`src/rtl/arbiter_puf_32.sv`:
```
// Behavioural 4-XOR arbiter PUF: an LFSR challenge drives four additive-delay
// arbiter chains. The XOR of the four decisions shifts into a 32-bit response word.

module arbiter_puf_32_chain #(
    parameter int          K      = 0,
    parameter logic [7:0]  W_SEED = 8'hA5
) (
    input  logic [31:0] neg_i,   // neg_i[i] = 1 when phi[i] = -1
    output logic        r_o
);
    // Stage weights are elaboration-time constants; only the sign select is live logic.
    function automatic logic signed [15:0] weight(input int i);
        logic [7:0] b;
        b = W_SEED ^ 8'((59 * i + 101 * (K + 1)) % 256);
        return {{8{b[7]}}, b};
    endfunction

    logic signed [15:0] acc;

    always_comb begin
        acc = '0;
        for (int i = 0; i < 32; i++) begin
            if (neg_i[i]) acc = acc - weight(i);
            else          acc = acc + weight(i);
        end
        r_o = (acc > 16'sd0);
    end
endmodule

module arbiter_puf_32 #(
    parameter logic [31:0] CHAL_SEED = 32'h0000_0001,
    parameter logic [7:0]  W_SEED    = 8'hA5
) (
    input  logic        clk,
    input  logic        rst,
    output logic [31:0] c_bits,
    output logic        mkg1,
    output logic        mkg2,
    output logic        mkg3,
    output logic        mkg4,
    output logic [31:0] puf_output
);
    // An all-zero LFSR state would lock up, so a zero seed falls back to 1.
    localparam logic [31:0] SEED_EFF = (CHAL_SEED == 32'h0) ? 32'h0000_0001 : CHAL_SEED;

    logic [31:0] chal_q, chal_d;
    logic [31:0] resp_q, resp_d;
    logic [3:0]  mkg_q,  mkg_d;
    logic [31:0] neg;
    logic [3:0]  r;
    logic        par;

    // Suffix parity: neg[i] is the parity of chal_q[31:i].
    always_comb begin
        par = 1'b0;
        neg = '0;
        for (int i = 31; i >= 0; i--) begin
            par    = par ^ chal_q[i];
            neg[i] = par;
        end
    end

    for (genvar k = 0; k < 4; k++) begin : g_chain
        arbiter_puf_32_chain #(.K(k), .W_SEED(W_SEED)) u_chain (
            .neg_i (neg),
            .r_o   (r[k])
        );
    end

    always_comb begin
        chal_d = {chal_q[30:0], chal_q[31] ^ chal_q[21] ^ chal_q[1] ^ chal_q[0]};
        resp_d = {resp_q[30:0], ^r};
        mkg_d  = r;
    end

    always_ff @(posedge clk or negedge rst) begin
        if (!rst) begin
            chal_q <= SEED_EFF;
            resp_q <= '0;
            mkg_q  <= '0;
        end else begin
            chal_q <= chal_d;
            resp_q <= resp_d;
            mkg_q  <= mkg_d;
        end
    end

    assign c_bits     = chal_q;
    assign puf_output = resp_q;
    assign mkg1       = mkg_q[0];
    assign mkg2       = mkg_q[1];
    assign mkg3       = mkg_q[2];
    assign mkg4       = mkg_q[3];
endmodule

```
`config.mk`:
```
export PLATFORM = sky130hd
export DESIGN_NAME = arbiter_puf_32
export DESIGN_NICKNAME = d
export VERILOG_FILES = /design/src/rtl/arbiter_puf_32.sv
export SDC_FILE = /design/constraint.sdc
export NUM_CORES = 2
export LEC_CHECK = 0
export BUFFER_PORTS_ARGS = -buffer_cell sky130_fd_sc_hd__buf_2
export CELL_PAD_IN_SITES_DETAIL_PLACEMENT = 1
export CELL_PAD_IN_SITES_GLOBAL_PLACEMENT = 1
export CORE_MARGIN = 2
export CORE_UTILIZATION = 45
export DETAILED_ROUTE_END_ITERATION = 7
export GPL_TIMING_DRIVEN = 0
export PLACE_DENSITY_LB_ADDON = 0.1
export SYNTH_ARGS = -nofsm -noshare
export SYNTH_HDL_FRONTEND = slang
export SYNTH_SLANG_ARGS = --single-unit
export TNS_END_PERCENT = 1
```
`constraint.sdc`:
```
create_clock -name clk -period 32.1 [get_ports clk]
set_clock_uncertainty 0.15 [all_clocks]
set_input_delay 4.815 -clock clk [delete_from_list [all_inputs] [get_ports clk]]
set_output_delay 4.815 -clock clk [all_outputs]
set_load 0.03 [all_outputs]
```
==> metrics.csv <==
stage;metric;value;unit
grt;grt_pass1_vias;59486;
detailed_routing;vias;57248;
grt;grt_start_max_net_pins;43;
cts;clkTransAtPathRegs;0.10;ns
final_layout;final_core_util;48.4;%
synthesis;netlist_area;62700;um^2
synthesis;synth-edff-count;0;
synthesis;synth_flop_cell;dfrtp_1;
synthesis;avgSynthCellArea;7.61;um^2
timing;slew_violations;0;
worst_setup_path;setup.worst_path.class;flop to flop;
timing;finalSetupViolCount;0;
grt;track_usage;24.0;%
detailed_routing;wire_per_inst;17.0;um
timing;period_needed;30.17;ns
placed_design;dp_hpwl;149000;um
worst_setup_path;critical-path-top-delay-family;adder cells;
timing;fmax;0.0331;GHz
cts;numClockSinks;68;
worst_hold_path;min_path_type;flop to flop;
synthesis;yosys.cell_types.count;81;
detailed_routing;antenna_left;0;
floorplan;core_area;138000;um^2
cts;clockRootBuffer;clkbuf_16;
timing;timing_hold_violations_final;0;
floorplan;fp.dieH;377;um
timing;fin_setup_tns;0;ns
floorplan;dieArea;142000;um^2
final_layout;fillers;17303;
detailed_routing;finalWirelength;173000;um
synthesis;ys_warn_count;0;
worst_setup_path;crit_arrival;30.31;ns
pwr;p_leak;31.3;nW
final_layout;final_cell_mix;ha_1 (1528), xnor2_1 (854), a21oi_1 (811);
worst_setup_path;critical_path.max_stage_delay;0.70;ns
synthesis;synth_cells;8238;
grt;overflow;0;
run;maxCapViolCount;0;
grt;grt_pass1_wl;288000;um
synthesis;yosysSeqAreaShare;2.72;%
detailed_routing;drc_errors;0;
cts;cts_buffers;9;
timing;whs;0.218;ns
cts;clk_path_buf_depth;2;
worst_setup_path;critPathBufInv;8;
synthesis;ys_async_sr_fraction;100;%
floorplan;ios;70;
cts;holdBufCountCts;0;
final_layout;post_route_cells_drive_above_1_share;3.50;%
worst_setup_path;crit_slowest_cell;dfrtp_1;
timing;final.period_utilization;94.0;%
timing;worstMarginPinSlew;1.43;ns
floorplan;initial_utilization;45.5;%
worst_setup_path;required;32.24;ns
worst_setup_path;critical_path.max_fanout;22;
detailed_routing;drtPass1Iterations;5;
placed_design;place_congestion;0.815;
synthesis;synth-seq-cells;68;
placed_design;postPlaceCellArea;66200;um^2
detailed_routing;drt_iter0_drc;1834;
cts;htree_num_levels;3;
status;status;completed;
worst_setup_path;critical_path.most_common_cell;ha_1;
final_layout;final_area;66700;um^2
final_layout;nets;9989;
cts;clk_latency;0.43;ns
grt;antenna_found_initial;4;
worst_setup_path;critPathCaptureType;flop;
timing;rsz0062_at_grt;no;
synthesis;syn-num-nets;9857;
final_layout;n_antenna_cell;0;
floorplan;die_x;377;um
pwr;vdd_drop_max;0.0000314;V
floorplan;rows;136;
timing;max_slew_margin;3.95;%
final_layout;areaGrowthSynthToFinish;6.44;%
detailed_routing;viasPerCell;5.63;
pwr;p_per_area;3.12;nW/um^2
worst_setup_path;start_kind;flop;
cts;cts_tree;done;
final_layout;layout_commonest_cell;ha_1;
placed_design;portBuffers;69;
## power breakdown
group          internal, mW  switching (mW)  total (mW)
sequential           0.0856               0      0.0856
combinational      0.000429         0.00211     0.00257
clock                0.0613          0.0586       0.120
## metal layers
layer / track usage [%] / up-vias / share of wire (%)
li1: - / 29672 / -
met1: 32.9 / 27151 / 51
met2: 40.5 / 319 / 44
met3: 1.84 / 100 / 2.1
met4: 5.79 / 6 / 2.5
met5: 0 / - / 0.023
## cell usage after synthesis, drive strengths merged, types with 42 or more instances
cell	count	share of area, %
a31oi	69	0.70
a21boi	129	1.5
nand2	431	2.6
nor2	756	4.5
nor2b	177	1.8
o21bai	222	2.7
xor2	331	4.6
buf	63	0.75
or3	42	0.42
dfrtp	67	2.7
nand2b	151	1.5
nand3	84	0.67
o21ai	548	4.4
fa	88	2.8
xnor2	871	12
a21o	316	3.8
nor3	145	1.2
ha	1529	31
a21oi	811	6.5
inv	641	3.8
o211ai	44	0.53
o21a	244	2.9
## state kept, by name, summed over array words and instances, names as in the netlist
name	flops
c_bits	32
mkg_q	4
puf_output	32
## worst register-to-register path, delay by kind of cell, from the launching register on
family                     cells  cell delay (ns)
adders and majority gates     28            10.49
xor gates and xnor gates      28             8.93
AOI/OAI and AO/OA             16             4.57
and+or+nand+nor               21             3.32
buffers and inverters          8             1.91
DFF                            1             0.70
## metrics by stage
stage                     instances  worst slack (ns)  total power [mW]
final                         10169              1.93             0.208
after global routing          10169             0.127             0.213
after CTS                     10156            0.0992             0.212
after detailed placement      10140             0.242            0.0900
after global placement        10101            -13.73            0.0895
after floorplan                8238             0.133            0.0873
## cell type report
cell class | instances | area (um^2) | area share, %
clock inverter | 7 | 80.1 | 0.120
timing repair buffer | 119 | 1130 | 1.69
inverter | 643 | 2420 | 3.62
timing repair inverter | 1 | 5.00 | 0.00750
multi-input combinational | 7453 | 58400 | 87.5
tap | 1794 | 2240 | 3.36
sequential | 68 | 1700 | 2.55
buffer | 75 | 515 | 0.773
clock buffer | 9 | 225 | 0.338
## worst paths after layout
kind	from	slack [ns]	to	cells past startpoint
hold reg to reg	puf_output[16]$_DFF_PN0_	0.22	puf_output[17]$_DFF_PN0_	0
hold / removal	puf_output[16]$_DFF_PN0_	0.22	puf_output[17]$_DFF_PN0_	0
setup reg to reg	c_bits[21]$_DFF_PN0_	1.93	puf_output[0]$_DFF_PN0_	101
setup / recovery	c_bits[21]$_DFF_PN0_	1.93	puf_output[0]$_DFF_PN0_	101
max in group asynchronous	rst	26.95	c_bits[13]$_DFF_PN0_	2
min in group asynchronous	rst	4.20	puf_output[17]$_DFF_PN0_	1
## repair_timing
| item | in CTS | in global routing |
|---|---|---|
| buffers inserted | 0 | 7 |
| gates resized for setup | 0 | 11 |
| setup endpoints to repair | 0 | 4 |
## cells by family after synthesis
| group | synth area share [%] |
|---|---|
| multiplexers | 0.194 |
| XOR/XNOR | 18.3 |
| AND/OR/NAND/NOR | 14.1 |
| buffers and inverters | 4.67 |
| AO/OA/AOI/OAI | 26.7 |
| flip-flops | 2.72 |
| adder cells (fa/ha/maj) | 33.3 |
No activity file was read; power rests on OpenSTA's default activity.
